===== src/rtl/serial_subtractor.sv =====
// Bit-serial unsigned subtractor: diff = a - b, LSB first, one bit per clock,
// using a full-subtractor cell with a registered borrow and a start/busy/done handshake.
module serial_subtractor #(
    parameter int WIDTH = 8
) (
    input  logic             clk,
    input  logic             rst_n,
    input  logic             start,
    input  logic [WIDTH-1:0] a,
    input  logic [WIDTH-1:0] b,
    output logic             busy,
    output logic             done,
    output logic [WIDTH-1:0] diff,
    output logic             borrow
);

    localparam int CNT_W = $clog2(WIDTH + 1);
    localparam logic [CNT_W-1:0] LAST_BIT = CNT_W'(WIDTH - 1);

    typedef enum logic [1:0] {
        IDLE    = 2'd0,
        RUN     = 2'd1,
        DONE_ST = 2'd2
    } state_t;

    state_t           state_reg;
    logic [WIDTH-1:0] a_sh_reg;
    logic [WIDTH-1:0] b_sh_reg;
    logic             br_reg;
    logic [CNT_W-1:0] cnt_reg;

    logic sa;
    logic sb;
    logic d_bit;
    logic br_nxt;

    // Full-subtractor cell on the current LSBs and the carried-in borrow.
    assign sa     = a_sh_reg[0];
    assign sb     = b_sh_reg[0];
    assign d_bit  = sa ^ sb ^ br_reg;
    assign br_nxt = (~sa & sb) | (~(sa ^ sb) & br_reg);

    always_ff @(posedge clk or negedge rst_n) begin
        if (!rst_n) begin
            state_reg <= IDLE;
            a_sh_reg  <= '0;
            b_sh_reg  <= '0;
            br_reg    <= 1'b0;
            cnt_reg   <= '0;
            busy      <= 1'b0;
            done      <= 1'b0;
            diff      <= '0;
            borrow    <= 1'b0;
        end else begin
            case (state_reg)
                IDLE: begin
                    done <= 1'b0;
                    if (start) begin
                        a_sh_reg  <= a;
                        b_sh_reg  <= b;
                        br_reg    <= 1'b0;
                        cnt_reg   <= '0;
                        busy      <= 1'b1;
                        state_reg <= RUN;
                    end
                end
                RUN: begin
                    // Result bits enter at the MSB so the LSB lands at bit 0 after WIDTH shifts.
                    diff     <= {d_bit, diff[WIDTH-1:1]};
                    a_sh_reg <= {1'b0, a_sh_reg[WIDTH-1:1]};
                    b_sh_reg <= {1'b0, b_sh_reg[WIDTH-1:1]};
                    br_reg   <= br_nxt;
                    cnt_reg  <= cnt_reg + 1'b1;
                    if (cnt_reg == LAST_BIT) begin
                        borrow    <= br_nxt;
                        busy      <= 1'b0;
                        done      <= 1'b1;
                        state_reg <= DONE_ST;
                    end
                end
                DONE_ST: begin
                    done      <= 1'b0;
                    state_reg <= IDLE;
                end
                default: begin
                    busy      <= 1'b0;
                    done      <= 1'b0;
                    state_reg <= IDLE;
                end
            endcase
        end
    end

endmodule


===== config.mk =====
export PLATFORM = sky130hd
export DESIGN_NAME = serial_subtractor
export DESIGN_NICKNAME = d
export VERILOG_FILES = /design/src/rtl/serial_subtractor.sv
export SDC_FILE = /design/constraint.sdc
export NUM_CORES = 1
export LEC_CHECK = 0
export BUFFER_PORTS_ARGS = -buffer_cell sky130_fd_sc_hd__clkbuf_2
export CELL_PAD_IN_SITES_DETAIL_PLACEMENT = 1
export CELL_PAD_IN_SITES_GLOBAL_PLACEMENT = 2
export CORE_MARGIN = 2
export CORE_UTILIZATION = 35
export CTS_BUF_LIST = sky130_fd_sc_hd__clkbuf_8
export CTS_CLUSTER_DIAMETER = 50
export DETAILED_ROUTE_END_ITERATION = 16
export HOLD_SLACK_MARGIN = 0.08
export PLACE_DENSITY_LB_ADDON = 0.1
export SETUP_SLACK_MARGIN = 0.4
export SLEW_MARGIN = 20
export SYNTH_ARGS = -nofsm -noshare
export SYNTH_HDL_FRONTEND = slang
export SYNTH_SLANG_ARGS = --single-unit

===== constraint.sdc =====
create_clock -name clk -period 1.57 [get_ports clk]
set_input_delay 0.0785 -clock clk [delete_from_list [all_inputs] [get_ports clk]]
set_output_delay 0.0785 -clock clk [all_outputs]
set_load 0.02 [all_outputs]

==> metrics.md <==
| Metric | Value |
|---|---|
| Most used DFF post-synth | dfrtp_1 |
| Rel. slew slack | 0.667 |
| Clock Path Buffers | 2 |
| I/O pins | 30 |
| Slowest cell on the critical path | dfrtp_1 |
| Final antenna-violating net count | 0 |
| Antenna violations before repair | 0 |
| CP peak stage delay | 390 ps |
| Die Span Y | around 70 um |
| Final WL | 4220 um |
| Internal Power | 2520 uW |
| Netlist cell types | 27 |
| Via count of the routed design | 1347 |
| Post-Synthesis Cells | ~160 |
| DP Wirelength | 2800 um |
| Full die area | 5000 sq um |
| Total Routing Usage GR | 0.187 |
| Sum of negative setup slack | 0 ps |
| Placement Cell Area | 1780 sq um |
| CP startpoint kind | register |
| Worst-margin pin slew | 499 ps |
| Total power | between 4000 and 5000 uW |
| Peak Freq | 831 MHz |
| Synth warnings | 0 |
| Most frequent cells in the layout | 33 x nand2_1, 32 x dfrtp_1, 29 x clkbuf_2 |
| Synthesized Nets | 179 |
| First-pass detailed-route iteration total | 4 |
| Sw Pwr | 1690 uW |
| DR WL met3 | 117 um |
| Unrepaired setup endpoints after global routing | yes |
| Starting DRT DRC Count | 88 |
| EDFF count, synth | 0 |
| Fin util | 0.479 |
| Core Region | 4320 sq um |
| WL/cell | 16.3 um |
| Clock Latency Late Sink | roughly 280 ps |
| # fillers | 502 |
| GPL Wtd Cong | 0.716 |
| Met2 WL | 2240 um |
| Min-Delay Path Class | primary input to register |
| Layout cells sized above 1 | 0.335 |
| CP required | 1740 ps |
| Crit-path cells | ha_2 > and3b_2 > and2_4 > mux2i_1 |
| Drt drc | 0 |
| Critical Path AT | ~1400 ps |
| Final setup fails | 0 |
| Most common cell after layout, fill and taps aside | nand2_1 |
| Sequential share of the synthesized area | 0.546 |
| Sw Ratio | 0.401 |
| Skew final | between 7 and 8 ps |
| Starting Density | 0.360 |
| Post-route minimum period | around 1200 ps |
| Clk pwr share | 0.157 |
| Largest net degree at the start of global routing | 25 |
| Total area of sequential cells | 853 sq um |
| Antenna diodes | 0 |
| Period utilization | 0.766 |
| Vias in the first global route | 1472 |
| Die width | 70.7 um |
| Critical path endpoint category | register |
| Area of the multi-input gates | about 710 sq um |
| Syn Area/Cell | 9.86 sq um |
| Clock Sinks | 34 |
| Met1 WL | 1820 um |
| Cell area power density | approximately 2000 nW/um^2 |
| Design Area, Final | 2070 sq um |
| Sequential share of power | 0.371 |
| CTS Buf Count | 5 |
| Hold Vio Cnt, Final | 0 |
| Post-synthesis register bit count | 34 |
| Clock transition at path regs | 70 ps |
| Number of port buffers | 29 |
| GRT overflow | 0 |
| Layout Nets | 226 |
| Max-cap check violation count | 0 |
| Vias/cell | 5.22 |
| Slew Limit Fails | 0 |
| Leakage power total | 0.000983 uW |
| Root Buffer | clkbuf_8 |
| Share of flip-flops with an asynchronous set or reset | 1.00 |
| Num rows | 24 |
| Post-Syn Area | 1560 sq um |
| Synth-to-Final Area Change | 33.1% |
| Max Fanout on Critical Path | 4 |
| Critical path class | register to register |
| CTS H-tree depth | 2 |
| Max layer used | met4 |
| VDD IR-drop max | 686 uV |
| Comb pwr share | 0.472 |
| CTS tree | built |
| First-pass GRT wire length | between 7000 and 8000 um |
| Status | finished clean |
[synthesized netlist by cell type (all sizes together), types with 2 or more instances]
library cell,instances,area (sq um)
dfrtp,34,851
nand2,33,124
o21ai,18,90.1
a22oi,14,105
a21oi,12,60.1
nor2b,12,75.1
buf,7,50.1
inv,4,15.0
nor2,4,15.0
nand3,3,15.0
a22o,2,17.5
and2b,2,15.0
clkbuf,2,7.51
[path summary, 6_finish.rpt]
kind	startpoint	end	slack (ps)	depth (start not counted)
min in group asynchronous	rst_n	done	280	2
min	b[4]	b_sh_reg[4]	80	3
min reg2reg	diff[0]	diff[0]	490	2
max	cnt_reg[1]	borrow	370	4
max reg2reg	cnt_reg[1]	borrow	370	4
max in group asynchronous	rst_n	a_sh_reg[3]	810	3
[metrics by stage]
step | hold slack (ps) | instances | worst slack (ps)
after floorplan | -217 | 158 | 389
after global placement | 55.4 | 237 | 286
after detailed placement | 60.9 | 237 | 241
after CTS | 86.5 | 257 | 369
after global routing | 101 | 258 | 321
final | 80.2 | 258 | 367
[power groups by stage]
stage	combinational, uW	sequential (uW)	clock [uW]
6_report	1990	1560	659
5_1_grt	2200	1620	728
4_1_cts	1910	1550	687
3_5_place_dp	1630	1550	0
3_3_place_gp	1550	1530	0
2_1_floorplan	992	1650	0
[routing by layer]
| metal | up-vias | GRT usage |
|---|---|---|
| li1 | 638 | - |
| met1 | 681 | 0.227 |
| met2 | 24 | 0.331 |
| met3 | 4 | 0.0399 |
| met4 | 0 | 0.0587 |
| met5 | - | 0 |
[cell families (layout without fill, tap and decap cells)]
kind of cell,after synthesis,count (layout),share of synthesized area
AND/OR/NAND/NOR,58,58,0.174
multiplexers,2,2,0.0137
adder cells (fa/ha/maj),2,2,0.0209
buffers and inverters,13,60,0.0466
AO/OA/AOI/OAI,49,50,0.198
flip-flops,34,34,0.546
[repair_timing]
item	CTS	global route
setup endpoints to repair	33	30
hold buffers	4	0
gates cloned	1	0
endpoints found under the hold margin	20	0
pin swaps	3	1
buffers inserted	7	1
gates resized for setup	19	13
[worst max-delay path, delay by kind of cell (launching register included)]
family        cells  cell delay, ps
fa+ha+maj         1             190
flops             1             390
mux               1             110
simple gates      2             410
[final cells by class]
| type | count | area share |
|---|---|---|
| sequential | 34 | 0.412 |
| multi-input combinational | 112 | 0.341 |
| timing repair buffer | 48 | 0.165 |
| clock buffer | 6 | 0.0398 |
| tap | 52 | 0.0314 |
| inverter | 4 | 0.00724 |
| clock inverter | 2 | 0.00422 |
(Power assumes the default switching activity.)
